[src/rtl/fp_pkg.sv]
// Shared widths, unpacked-operand record and FSM encoding for the floating point
// adder front end.
package fp_pkg;

   localparam int EXP_WIDTH_DEF      = 8;
   localparam int MANTISSA_WIDTH_DEF = 23;

   // Unpacked operand: mant carries the hidden bit above the stored fraction.
   typedef struct packed {
      logic                          sign;
      logic [EXP_WIDTH_DEF-1:0]      exp;
      logic [MANTISSA_WIDTH_DEF:0]   mant;
   } fp_unpacked_t;

   typedef enum logic [1:0] {
      ST_IDLE  = 2'd0,
      ST_ALIGN = 2'd1,
      ST_ADD   = 2'd2
   } align_state_t;

endpackage

[src/rtl/fp_operand_swap.sv]
// Combinational unpack of two {sign,exp,frac} operands, ordered so the A side
// carries the larger magnitude; also returns the exponent difference.
module fp_operand_swap
   import fp_pkg::*;
#(
   parameter int EXP_WIDTH      = EXP_WIDTH_DEF,
   parameter int MANTISSA_WIDTH = MANTISSA_WIDTH_DEF
) (
   input  logic [EXP_WIDTH+MANTISSA_WIDTH:0] a_in,
   input  logic [EXP_WIDTH+MANTISSA_WIDTH:0] b_in,
   output logic                              sign_a,
   output logic [EXP_WIDTH-1:0]              exp_a,
   output logic [MANTISSA_WIDTH:0]           mant_a,
   output logic                              sign_b,
   output logic [MANTISSA_WIDTH:0]           mant_b,
   output logic [EXP_WIDTH-1:0]              exp_diff
);

   localparam int MAG_W = EXP_WIDTH + MANTISSA_WIDTH;

   logic                 swap;
   logic [MAG_W:0]       big_op;
   logic [MAG_W:0]       small_op;
   logic [EXP_WIDTH-1:0] exp_big;
   logic [EXP_WIDTH-1:0] exp_small;

   // {exp,frac} compares as one unsigned magnitude; ties keep A where it is.
   always_comb begin
      swap      = b_in[MAG_W-1:0] > a_in[MAG_W-1:0];
      big_op    = swap ? b_in : a_in;
      small_op  = swap ? a_in : b_in;
      exp_big   = big_op[MAG_W-1:MANTISSA_WIDTH];
      exp_small = small_op[MAG_W-1:MANTISSA_WIDTH];
      sign_a    = big_op[MAG_W];
      exp_a     = exp_big;
      mant_a    = {|exp_big, big_op[MANTISSA_WIDTH-1:0]};
      sign_b    = small_op[MAG_W];
      mant_b    = {|exp_small, small_op[MANTISSA_WIDTH-1:0]};
      exp_diff  = exp_big - exp_small;
   end

endmodule

[src/rtl/serial_align_adder.sv]
// Multi-cycle align-and-add front end: aligns the smaller mantissa one bit per
// cycle, then adds or subtracts and pulses done_out with the raw magnitude.
module serial_align_adder
   import fp_pkg::*;
#(
   parameter int EXP_WIDTH      = EXP_WIDTH_DEF,
   parameter int MANTISSA_WIDTH = MANTISSA_WIDTH_DEF
) (
   input  logic                              clk,
   input  logic                              rst,
   input  logic                              start_in,
   input  logic [EXP_WIDTH+MANTISSA_WIDTH:0] a_in,
   input  logic [EXP_WIDTH+MANTISSA_WIDTH:0] b_in,
   output logic                              busy_out,
   output logic                              done_out,
   output logic                              sign_out,
   output logic [EXP_WIDTH-1:0]              expoent_out,
   output logic [MANTISSA_WIDTH+1:0]         result_out
);

   localparam int MW  = MANTISSA_WIDTH + 2;
   localparam int CW  = $clog2(MANTISSA_WIDTH + 2);

   // Handshake: a request is taken on any edge where start_in=1 and busy_out=0;
   // done_out is a single-cycle strobe and the result outputs stay valid after it.
   logic                 u_sign_a, u_sign_b;
   logic [EXP_WIDTH-1:0] u_exp_a, u_diff;
   logic [MANTISSA_WIDTH:0] u_mant_a, u_mant_b;

   fp_operand_swap #(
      .EXP_WIDTH      (EXP_WIDTH),
      .MANTISSA_WIDTH (MANTISSA_WIDTH)
   ) u_swap (
      .a_in     (a_in),
      .b_in     (b_in),
      .sign_a   (u_sign_a),
      .exp_a    (u_exp_a),
      .mant_a   (u_mant_a),
      .sign_b   (u_sign_b),
      .mant_b   (u_mant_b),
      .exp_diff (u_diff)
   );

   align_state_t         state_q, state_d;
   logic                 busy_q, busy_d;
   logic                 done_q, done_d;
   logic                 sign_q, sign_d;
   logic [EXP_WIDTH-1:0] expo_q, expo_d;
   logic [MW-1:0]        result_q, result_d;
   logic                 sign_a_q, sign_a_d;
   logic                 sign_b_q, sign_b_d;
   logic [EXP_WIDTH-1:0] exp_a_q, exp_a_d;
   logic [MW-1:0]        mant_a_q, mant_a_d;
   logic [MW-1:0]        mant_b_q, mant_b_d;
   logic [CW-1:0]        k_q, k_d;

   logic [31:0]          diff_ext;
   logic                 clamp;
   logic [MW-1:0]        sum;

   always_comb begin
      state_d  = state_q;
      busy_d   = busy_q;
      done_d   = 1'b0;
      sign_d   = sign_q;
      expo_d   = expo_q;
      result_d = result_q;
      sign_a_d = sign_a_q;
      sign_b_d = sign_b_q;
      exp_a_d  = exp_a_q;
      mant_a_d = mant_a_q;
      mant_b_d = mant_b_q;
      k_d      = k_q;

      // Beyond MANTISSA_WIDTH+1 the smaller operand cannot reach any kept bit.
      diff_ext = 32'(u_diff);
      clamp    = diff_ext > 32'(MANTISSA_WIDTH + 1);
      sum      = (sign_a_q == sign_b_q) ? (mant_a_q + mant_b_q) : (mant_a_q - mant_b_q);

      case (state_q)
         ST_IDLE: begin
            if (start_in) begin
               sign_a_d = u_sign_a;
               sign_b_d = u_sign_b;
               exp_a_d  = u_exp_a;
               mant_a_d = {1'b0, u_mant_a};
               mant_b_d = clamp ? '0 : {1'b0, u_mant_b};
               k_d      = clamp ? '0 : CW'(diff_ext);
               busy_d   = 1'b1;
               state_d  = (clamp || diff_ext == 32'd0) ? ST_ADD : ST_ALIGN;
            end
         end
         ST_ALIGN: begin
            mant_b_d = mant_b_q >> 1;
            k_d      = k_q - 1'b1;
            if (k_q == CW'(1)) state_d = ST_ADD;
         end
         ST_ADD: begin
            result_d = sum;
            expo_d   = exp_a_q;
            sign_d   = (sum == '0) ? 1'b0 : sign_a_q;
            done_d   = 1'b1;
            busy_d   = 1'b0;
            state_d  = ST_IDLE;
         end
         default: state_d = ST_IDLE;
      endcase
   end

   always_ff @(posedge clk) begin
      if (rst) begin
         state_q  <= ST_IDLE;
         busy_q   <= 1'b0;
         done_q   <= 1'b0;
         sign_q   <= 1'b0;
         expo_q   <= '0;
         result_q <= '0;
         sign_a_q <= 1'b0;
         sign_b_q <= 1'b0;
         exp_a_q  <= '0;
         mant_a_q <= '0;
         mant_b_q <= '0;
         k_q      <= '0;
      end else begin
         state_q  <= state_d;
         busy_q   <= busy_d;
         done_q   <= done_d;
         sign_q   <= sign_d;
         expo_q   <= expo_d;
         result_q <= result_d;
         sign_a_q <= sign_a_d;
         sign_b_q <= sign_b_d;
         exp_a_q  <= exp_a_d;
         mant_a_q <= mant_a_d;
         mant_b_q <= mant_b_d;
         k_q      <= k_d;
      end
   end

   assign busy_out    = busy_q;
   assign done_out    = done_q;
   assign sign_out    = sign_q;
   assign expoent_out = expo_q;
   assign result_out  = result_q;

endmodule
[config.mk]
export PLATFORM = sky130hd
export DESIGN_NAME = serial_align_adder
export DESIGN_NICKNAME = d
export VERILOG_FILES = /design/src/rtl/fp_pkg.sv /design/src/rtl/fp_operand_swap.sv /design/src/rtl/serial_align_adder.sv
export SDC_FILE = /design/constraint.sdc
export NUM_CORES = 1
export LEC_CHECK = 0
export ABC_AREA = 1
export ABC_CLOCK_PERIOD_IN_PS = 7180
export CORE_MARGIN = 3
export CORE_UTILIZATION = 50
export DETAILED_ROUTE_END_ITERATION = 8
export GPL_TIMING_DRIVEN = 0
export PLACE_DENSITY = 0.74
export SETUP_SLACK_MARGIN = 0.3
export SLEW_MARGIN = 10
export SYNTH_ARGS = -nofsm -noshare
export SYNTH_HDL_FRONTEND = slang
export SYNTH_SLANG_ARGS = --single-unit
[constraint.sdc]
create_clock -name clk -period 7.18 [get_ports clk]
set_clock_uncertainty 0.05 [all_clocks]
set_input_delay 0.718 -clock clk [delete_from_list [all_inputs] [get_ports clk]]
set_output_delay 0.718 -clock clk [all_outputs]
set_load 0.02 [all_outputs]
# Yosys cells after proc, flatten, opt, wreduce, memory -nomap -nowiden
# Index checks and enable logic that the tools add are counted.
classes:
  add_sub_neg: 4
  order_cmp: 2
  eq_ne: 6
  n_mux: 17
  n_reduce_logical: 12
op_table:
  columns: ["cell", "n"]
  rows:
  - ["$mux 32", 2]
  - ["$mux 25", 2]
  - ["$pmux 25 s2", 1]
  - ["$gt 31x31->1", 1]
  - ["$add 24x25->25", 1]
  - ["$logic_not 25->1", 1]
  - ["$sub 24x25->25", 1]
  - ["$mux 24", 1]
  - ["$reduce_or 8->1", 2]
  - ["$mux 5", 2]
  - ["$pmux 5 s2", 1]
  - ["$gt 8x5->1 const B", 1]
  - ["$logic_not 8->1", 1]
  - ["$reduce_and 2->1", 4]
  - ["$sub 8x8->8", 1]
  - ["$mux 2", 3]
  - ["$eq 5x1->1 const B", 1]
  - ["$sub 5x1->5 const B", 1]
  - ["$ne 2x2->1 const B", 2]
  - ["$pmux 2 s2", 1]
  - ["$reduce_bool 2->1", 2]
  - ["$mux 1", 3]
  - ["$eq 2x1->1 const B", 1]
  - ["$eq 2x2->1 const B", 1]
  - ["other kinds (4)", 4]
word_totals:
  reg_bits: 102
  in_bits: 67
  output_inout_bits: 36
  word_cells: 53

# Depth between registers and ports, before layout
# Gate-level depths: netlist (run 1).
logic_depth:
  ltp_word: 8
  depth_mapped: 28
  depth_no_buf: 28

# By module
# Synthesis (run 1) repeated with hierarchy kept, for this count alone.
hier_totals:
  cells_unflattened: 1333
  area_unflattened_um2: 8255.4
modules_own_cells:
  columns: ["module", "n_inst", "cells_per_inst", "area_per_inst_um2", "seq_area_each_um2"]
  rows:
  - ["serial_align_adder", 1, 958, 6259.8, 2021.9]
  - ["fp_operand_swap", 1, 375, 1995.7, 0.0]

# Worst setup path before layout (run 1)
# OpenSTA, ideal clock, no wires.
synth_timing:
  path_type: "flip-flop to flip-flop"
  start: "register mant_b_q[1]"
  end: "register sign_q (netlist: sign_out)"
  setup_ns: 0.132
  arrival_time_ns: 3.512
  slack_ns: 3.486
  path_stages_with_launch: 29
  path_buffers: 0
  period_less_slack_ns: 3.694
  path_cell_list: "dfxtp_1 inv_1 ha_1 nand3_1 nor3_1 inv_1 nor3_1 nand2_1 nor3_1 nand2_1 nor3_1 nand2_1 o21ai_0 o21ai_0 xor2_1 ha_1 inv_1 nor3_1 inv_1 nor2_1 nand3_1 o2111ai_1 xor2_1 nor2_1 nand2_1 nor2_1 nand3_1 nand2_1 a21oi_1"
synth_between:
  elab_chain_len: 4
  elab_cells_between_ends: 5
  cone_classes: "2 x add/sub; 2 x mux; 1 x reduce/logical"
synth_rtl:
  columns: ["item", "line", "text"]
  rows:
  - ["start: declaration", "serial_align_adder.sv:54", "logic [MW-1:0] mant_b_q, mant_b_d;"]
  - ["start signal: assignment", "serial_align_adder.sv:135", "mant_b_q <= mant_b_d;"]
  - ["$sub 24x25->25 or $add 24x25->25 (tied branches)", "serial_align_adder.sv:78", "sum = (sign_a_q == sign_b_q) ? (mant_a_q + mant_b_q) : (mant_a_q - mant_b_q);"]
  - ["$mux 25 (*)", "serial_align_adder.sv:78", null]
  - ["$logic_not 25->1 (*)", "serial_align_adder.sv:101", "sign_d = (sum == '0) ? 1'b0 : sign_a_q;"]
  - ["$mux 1 (*)", "serial_align_adder.sv:101", null]
  - ["end signal: assignment", "serial_align_adder.sv:128", "sign_q <= sign_d;"]
  - ["end: declaration", "serial_align_adder.sv:47", "logic sign_q, sign_d;"]
# Every way passes the cells marked *; elsewhere a longest branch is shown, timed or not.
# A chain may end at the register's enable or synchronous reset.

# Final worst setup path (run 1)
# Ends and elaborated chain as after synthesis.

==> Flow_metrics.wiki, run 1 <==
{| class="wikitable"
! Metric !! Value
|-
| Status || completed
|-
| Maximum clock insertion buffer count || 2
|-
| Peak clock frequency supported by timing || ~0.22 GHz
|-
| Number of antenna violations at the first check in global routing || 0
|-
| Destination of the worst register-to-register timing path || sign_out
|-
| Cell leakage power || approximately 4.3 nW
|-
| Share of post-route cells with drive strength above 1 || 0.0497
|-
| Number of H-tree branching levels || 3
|-
| Detail-routed via count per cell || 5.50
|-
| Fraction of power consumed by combinational cells || 0.497
|-
| Number of cells on the worst hold path || 2
|-
| Filler cell count || about 1400
|-
| Total number of vias || slightly above 8000
|-
| Seq/Total Area, Yosys || 0.261
|-
| Final worst-path cycle share || 0.638
|-
| Crit path buf inv count || 4
|-
| DRC violation count after routing || 0
|-
| Unique masters post-synth || 39
|-
| Most frequent standard cell in the layout excluding fill and tap cells || sky130_fd_sc_hd__nand2_1
|-
| Detail Placement HPWL || 18.4 mm
|-
| Largest fanout of any net on the critical path || 4
|-
| Critical path's top delay family || simple AND/OR/NAND/NOR gates
|-
| Relative area change from synthesis to final layout || 20.2%
|-
| TritonCTS clock tree || yes
|-
| Required time worst endpoint || approximately 7.4 ns
|-
| Shortest clock period the worst path allows after layout || ~4.6 ns
|-
| Accumulated negative setup slack || 0 ns
|-
| Sinks on the clock net || 101
|-
| Transition time at the pin with the least slew margin || 0.706 ns
|-
| Total track usage || 0.270
|-
| Count of TritonRoute iterations in the first routing pass || 5
|-
| Drt first-iter violations || 894
|-
| Routability congestion estimate from global placement || between 0.9 and 1
|-
| P_sw || approximately 1.1 mW
|-
| Maximum vdd drop || ~0.14 mV
|-
| Starting Density || 0.522
|-
| Clock network power share || 0.209
|-
| Portion of total power attributed to sequential cells || 0.294
|-
| Predominant post-synthesis flop cell || sky130_fd_sc_hd__dfxtp_1
|-
| Total design power || between 2 and 2.5 mW
|-
| EDFF count, synth || 0
|-
| Final wirelength || 22.8 mm
|-
| Library cell contributing the largest single delay on the critical path || sky130_fd_sc_hd__ha_1
|-
| Max-slew violation total from the final report || 0
|-
| Sw Share || 0.445
|-
| Async SR Flop Fraction || 0
|-
| Clock buffer count from CTS || 9
|-
| Capturing element type of the critical path || flip-flop
|-
| Reg-to-reg slack, setup || roughly 2.6 ns
|-
| Number of gates on the worst path with buffers counted || 28
|-
| Synthesized area per cell || around 6.5 sq um
|-
| Clock transition time at the flip-flop clock pins of the worst setup and hold paths || 0.08 ns
|-
| Synthesized instance count || 1190
|-
| Die Footprint || 17000 sq um
|-
| Worst min-delay path category || flip-flop to flip-flop
|-
| Yosys warning total || 0
|-
| Routed wire per std cell || around 15 microns
|-
| Overflow after GRT || 0
|-
| Max-slew headroom || 0.529
|-
| Critical Path Source || mant_b_q[1]
|-
| FP Rows || 44
|-
| First-pass GRT wire length || between 30 and 40 mm
|-
| Sequential cell area || between 2000 and 2500 sq um
|-
| Number of global-route vias before repair || 7347
|-
| Capture point of the worst path || sign_out
|-
| Total I/O pin count || 103
|-
| Number of port buffers || approximately 100
|-
| Worst-case hold slack || just over 0.4 ns
|-
| Pin count of the biggest net entering global routing || 22
|-
| Die Height || around 130 microns
|-
| Count of endpoints failing hold in the final timing report || 0
|-
| Most frequent cells in the layout || sky130_fd_sc_hd__nand2_1, sky130_fd_sc_hd__a21oi_1, sky130_fd_sc_hd__inv_1
|-
| Number of flip-flops and latches in the synthesized netlist || around 100
|-
| Synthesized netlist net count || approximately 1300
|-
| Number of nets with antenna violations after detailed routing || 0
|-
| Count of endpoints failing setup in the final report || 0
|-
| Die Span X || approximately 130 microns
|-
| Clk root buf || sky130_fd_sc_hd__clkbuf_16
|-
| Total power density per cell area || roughly 260 nW/um^2
|-
| Critical Setup Path Class || flip-flop to flip-flop
|-
| Footprint of the multi-input gates || roughly 4900 sq um
|-
| FF-to-FF path depth || 28
|-
| Number of instances resized during post-cts repair || 0
|-
| Post-synthesis instance area || between 7000 and 8000 sq um
|-
| Worst-skew pair later-pin latency || 0.37 ns
|-
| Internal Pwr Total || 1.35 mW
|-
| Startpoint of the most critical register-to-register path || mant_b_q[1]
|-
| Number of diodes added for antenna fixing || 0
|-
| Arrival @ worst endpoint || roughly 4.8 ns
|-
| Max stage delay on crit path || ~0.36 ns
|-
| Fin util || 0.628
|-
| Startpoint type of the worst setup path || flip-flop
|-
| Number of post-CTS setup repair buffers || 0
|-
| Maxcap violations || 0
|-
| Number of buffers added to fix hold violations after cts || 0
|-
| RSZ-0062 raised after global routing || no
|-
| Core ar. || 14800 sq um
|-
| # nets final || between 1000 and 1500
|}
worst min-delay path by stage:
stage / start / to / slack (ns)
global route: exp_a_q[7] / expoent_out[7] / 0.44
global placement: exp_a_q[0] / expoent_out[0] / 0.40
detailed placement: exp_a_q[0] / expoent_out[0] / 0.40
floorplan: exp_a_q[0] / expoent_out[0] / 0.38
CTS: exp_a_q[0] / expoent_out[0] / 0.41
finish: exp_a_q[0] / expoent_out[0] / 0.41
worst reg2reg max path: cells and delay by family (launching register included):
kind,cells,cell delay (ns)
buffers and inverters,4,0.36
AOI/OAI and AO/OA,4,0.61
DFF,1,0.33
adders and majority gates,2,0.53
and+or+nand+nor,16,2.29
xor gates and xnor gates,2,0.30
power groups by stage:
| stage | logic, mW | clock network, mW | registers (mW) |
|---|---|---|---|
| after global routing | 1.35 | 0.537 | 0.729 |
| after floorplan | 0.805 | 0 | 0.753 |
| after CTS | 1.20 | 0.513 | 0.716 |
| after global placement | 1.18 | 0 | 0.726 |
| final | 1.21 | 0.510 | 0.718 |
| after detailed placement | 1.19 | 0 | 0.728 |
cells in the mapped netlist (3+ instances only):
| cell type | count | area [sq um] |
|---|---|---|
| sky130_fd_sc_hd__ha_1 | 58 | 726 |
| sky130_fd_sc_hd__nor2_2 | 3 | 18.8 |
| sky130_fd_sc_hd__o21ai_0 | 120 | 601 |
| sky130_fd_sc_hd__a21oi_1 | 148 | 741 |
| sky130_fd_sc_hd__a211oi_1 | 4 | 30.0 |
| sky130_fd_sc_hd__xnor2_1 | 15 | 131 |
| sky130_fd_sc_hd__nor3_1 | 22 | 110 |
| sky130_fd_sc_hd__dfxtp_1 | 101 | 2020 |
| sky130_fd_sc_hd__inv_1 | 145 | 544 |
| sky130_fd_sc_hd__clkbuf_1 | 42 | 158 |
| sky130_fd_sc_hd__or2_2 | 3 | 18.8 |
| sky130_fd_sc_hd__a21o_1 | 6 | 45.0 |
| sky130_fd_sc_hd__xor2_1 | 33 | 289 |
| sky130_fd_sc_hd__buf_4 | 3 | 22.5 |
| sky130_fd_sc_hd__buf_6 | 7 | 78.8 |
| sky130_fd_sc_hd__o211ai_1 | 20 | 150 |
| sky130_fd_sc_hd__nand4_1 | 38 | 238 |
| sky130_fd_sc_hd__nand2_2 | 19 | 119 |
| sky130_fd_sc_hd__nand2_1 | 216 | 811 |
| sky130_fd_sc_hd__nand3_2 | 4 | 40.0 |
| sky130_fd_sc_hd__nand3_1 | 48 | 240 |
| sky130_fd_sc_hd__nor2_1 | 107 | 402 |
| sky130_fd_sc_hd__buf_2 | 3 | 15.0 |
metrics by stage:
step	setup slack, ns	instances	instance area [sq um]
global route	2.00	1492	9300
detailed placement	2.68	1476	8990
finish	2.60	1492	9300
CTS	2.65	1492	9300
global placement	2.67	1476	8990
floorplan	3.49	1190	7740
cells by family (layout without fill, tap and decap cells):
kind of cell / count (synthesis) / after routing / synth area share
AOI/OAI and AO/OA: 308 / 308 / 0.212
and+or+nand+nor: 468 / 468 / 0.267
buffers and inverters: 206 / 324 / 0.109
adders and majority gates: 59 / 59 / 0.0964
xor gates and xnor gates: 48 / 48 / 0.0543
DFF: 101 / 101 / 0.261
metal layers:
layer	global-route usage	vias to the layer above	share of wire	routed length [microns]
met4	0.0841	0	0.026	592
met5	0	-	0	0
li1	-	4190	-	-
met3	0.0386	41	0.061	1400
met2	0.433	289	0.45	10300
met1	0.377	3687	0.46	10500
state kept, by name (all words and copies together), names as in the netlist, 2 cells and up:
signal and flops:
exp_a_q 8, expoent_out 8, k_q 5, mant_a_q 24, mant_b_q 24, result_out 25, state_q 2
final cells by class:
| cell class | count | area share |
|---|---|---|
| multi-input cells | 883 | 0.524 |
| clock inverters | 7 | 0.00902 |
| flip-flops and latches | 101 | 0.217 |
| repair buffers | 102 | 0.110 |
| plain buffers | 57 | 0.0303 |
| well taps | 184 | 0.0248 |
| inverters | 149 | 0.0602 |
| clock buffers | 9 | 0.0242 |
(Power assumes the default switching activity.)
==> run 2, diff against run 1 <==
--- a/config.mk
+++ b/config.mk
@@ -6,7 +6,7 @@
 export NUM_CORES = 1
 export LEC_CHECK = 0
 export ABC_AREA = 1
-export ABC_CLOCK_PERIOD_IN_PS = 7180
+export ABC_CLOCK_PERIOD_IN_PS = 4600
 export CORE_MARGIN = 3
 export CORE_UTILIZATION = 50
 export DETAILED_ROUTE_END_ITERATION = 8
==> constraint.sdc (replaced) <==
create_clock -name clk -period 4.6 [get_ports clk]
set_clock_uncertainty 0.05 [all_clocks]
set_input_delay 0.46 -clock clk [delete_from_list [all_inputs] [get_ports clk]]
set_output_delay 0.46 -clock clk [all_outputs]
set_load 0.02 [all_outputs]
==> run 2 against run 1 <==
Final cell count rose by 0.54%. Global-route usage about the same. Power grew 60%. Wire length grew 1.2%. Core utilization increased by 1.1 points. Critical path type unchanged. Highest routed layer unchanged. Clock-buffer cell count is the same.
==> Flow_metrics.wiki, run 2 (synthesized netlist as in run 1, its figures left out) <==
{| class="wikitable"
! Metric !! Value
|-
| Number of cells on the worst hold path || 2
|-
| First-pass GRT wire length || 36.7 mm
|-
| Shortest clock period the worst path allows after layout || slightly above 4 ns
|-
| Routability congestion estimate from global placement || 0.957
|-
| Met3 capacity usage during global routing || 0.0386
|-
| FP Rows || 44
|-
| Worst-skew pair later-pin latency || about 0.37 ns
|-
| Number of H-tree branching levels || 3
|-
| Critical Setup Path Class || flip-flop to flip-flop
|-
| Starting Density || 0.522
|-
| Core ar. || 14800 sq um
|-
| Fin util || 0.639
|-
| GRT met2 Usage || 0.433
|-
| Total cell area at the placement stage || roughly 9000 sq um
|-
| DRC violation count after routing || 0
|-
| Total I/O pin count || between 100 and 150
|-
| Most frequent cells in the layout || sky130_fd_sc_hd__nand2_1, sky130_fd_sc_hd__a21oi_1, sky130_fd_sc_hd__inv_1
|-
| Number of diodes added for antenna fixing || 0
|-
| Total number of vias || 8285
|-
| Total design power || roughly 3.9 mW
|-
| Capturing element type of the critical path || flip-flop
|-
| RSZ-0062 raised after global routing || no
|-
| Clock transition time at the flip-flop clock pins of the worst setup and hold paths || 0.08 ns
|-
| Placed Instances || roughly 1500
|-
| Total power density per cell area || approximately 410 nW/um^2
|-
| # nets final || 1437
|-
| Clk root buf || sky130_fd_sc_hd__clkbuf_16
|-
| Detail Placement HPWL || 18.4 mm
|-
| Count of endpoints failing hold in the final timing report || 0
|-
| Drt first-iter violations || about 870
|-
| Die Height || approximately 130 microns
|-
| Maxcap violations || 0
|-
| Non-filler instance count after layout || 1500
|-
| Transition time at the pin with the least slew margin || around 0.70 ns
|-
| Total track usage || 0.270
|-
| Footprint of the multi-input gates || 4970 sq um
|-
| Number of buffers added to fix hold violations after cts || 0
|-
| Max-slew headroom || 0.535
|-
| Filler cell count || 1411
|-
| Startpoint of the most critical register-to-register path || mant_b_q[0]
|-
| Required time worst endpoint || roughly 4.8 ns
|-
| Overflow after GRT || 0
|-
| Startpoint type of the worst setup path || flip-flop
|-
| Die Footprint || roughly 17000 sq um
|-
| Largest fanout of any net on the critical path || 4
|-
| Pre-CTS setup slack || 0.102 ns
|-
| Final setup margin || 0.487 ns
|-
| Status || completed
|-
| Flip-flop count of the largest register, all copies and words added || 25
|-
| Worst-case hold slack || slightly above 0.4 ns
|-
| GR Util met1 || 0.377
|-
| Routed wire per std cell || approximately 15 microns
|-
| Max-slew violation total from the final report || 0
|-
| Arrival @ worst endpoint || between 4 and 5 ns
|-
| Pin count of the biggest net entering global routing || 22
|-
| Maximum clock insertion buffer count || 2
|-
| Endpoint of the worst hold path || expoent_out[0]
|-
| Most frequent standard cell in the layout excluding fill and tap cells || sky130_fd_sc_hd__nand2_1
|-
| Global route hottest layer || met2
|-
| Number of port buffers || roughly 100
|-
| Maximum vdd drop || between 0.2 and 0.25 mV
|-
| Relative area change from synthesis to final layout || 22.3%
|-
| TritonCTS clock tree || yes
|-
| Count of TritonRoute iterations in the first routing pass || 7
|-
| Share of post-route cells with drive strength above 1 || 0.0745
|-
| Sequential cell area || slightly above 2000 sq um
|-
| Sinks on the clock net || about 100
|-
| Final non-filler cell area || 9460 sq um
|-
| Number of nets with antenna violations after detailed routing || 0
|-
| Final worst-path cycle share || 0.894
|-
| Destination of the worst register-to-register timing path || sign_out
|-
| Number of global-route vias before repair || ~7400
|-
| Clock buffer count from CTS || 9
|-
| Worst min-delay path category || flip-flop to flip-flop
|-
| Die Span X || approximately 130 microns
|-
| Cell leakage power || between 4 and 5 nW
|-
| FF-to-FF path depth || 26
|-
| Peak clock frequency supported by timing || approximately 0.24 GHz
|-
| Accumulated negative setup slack || 0 ns
|-
| Reg-to-reg slack, setup || 0.49 ns
|-
| Final wirelength || 23.1 mm
|-
| Hold wc startpoint || exp_a_q[0]
|-
| Count of endpoints failing setup in the final report || 0
|-
| Number of antenna violations at the first check in global routing || 0
|-
| Detail-routed via count per cell || 5.52
|}
-- run 2: cell count changes in the layout (fill, tap and decap cells not counted), sizes merged --
| cell | delta |
|---|---|
| buf | +8 |
-- run 2: area by class of cell --
class	instances	area share
plain buffers	57	0.0298
clock buffers	9	0.0238
clock inverters	7	0.00886
inverters	149	0.0591
multi-input cells	883	0.526
flip-flops and latches	101	0.214
well taps	184	0.0243
repair buffers	110	0.114
-- run 2: how the worst max path moves through the flow --
stage,startpoint,endpoint,slack (ns),cells past startpoint
2_1_floorplan,mant_b_q[1],sign_out,0.91,28
3_3_place_gp,mant_b_q[1],sign_out,0.09,28
3_5_place_dp,mant_b_q[1],sign_out,0.10,28
4_1_cts,mant_b_q[1],sign_out,0.31,28
5_1_grt,mant_b_q[0],sign_out,0.16,28
6_report,mant_b_q[0],sign_out,0.49,26
-- run 2: repair_timing --
item                       CTS  global route
setup buffers                0             8
resized for setup            2            28
pin swaps                    0            15
setup endpoints to repair    1             4
-- run 2: power by group --
part           leakage [nW]  switching [mW]  internal (mW)
sequential            0.832           0.115           1.01
combinational          3.40            1.22          0.764
clock                 0.152           0.403          0.392
-- run 2: worst max-delay path, stage by stage, from the launching register on --
cell and delay [ns]:
sky130_fd_sc_hd__dfxtp_2 0.35, sky130_fd_sc_hd__inv_1 0.08, sky130_fd_sc_hd__ha_2 0.19, sky130_fd_sc_hd__nand3_2 0.09
sky130_fd_sc_hd__nor3_2 0.20, sky130_fd_sc_hd__inv_2 0.08, sky130_fd_sc_hd__nor3_4 0.20, sky130_fd_sc_hd__nand2_2 0.11
sky130_fd_sc_hd__nor3_4 0.22, sky130_fd_sc_hd__nand2_2 0.09, sky130_fd_sc_hd__nor3_2 0.18, sky130_fd_sc_hd__nand2_1 0.11
sky130_fd_sc_hd__o21ai_2 0.20, sky130_fd_sc_hd__buf_4 0.14, sky130_fd_sc_hd__xnor2_1 0.12, sky130_fd_sc_hd__ha_2 0.33
sky130_fd_sc_hd__nand2_2 0.11, sky130_fd_sc_hd__nor2_1 0.05, sky130_fd_sc_hd__a211oi_1 0.27, sky130_fd_sc_hd__nand3_1 0.17
sky130_fd_sc_hd__xor2_1 0.19, sky130_fd_sc_hd__nor2_1 0.09, sky130_fd_sc_hd__nand2_1 0.06, sky130_fd_sc_hd__nor2_1 0.08
sky130_fd_sc_hd__nand3_1 0.09, sky130_fd_sc_hd__nand2_1 0.09, sky130_fd_sc_hd__a21oi_1 0.05
-- run 2: per-layer routing --
layer  vias up  wire length (microns)  part of all wire
met2       303                  10500              0.46
met1      3740                  10600              0.46
met5         -                      0                 0
li1       4204                      -                 -
met3        38                   1410             0.061
met4         0                    558             0.024
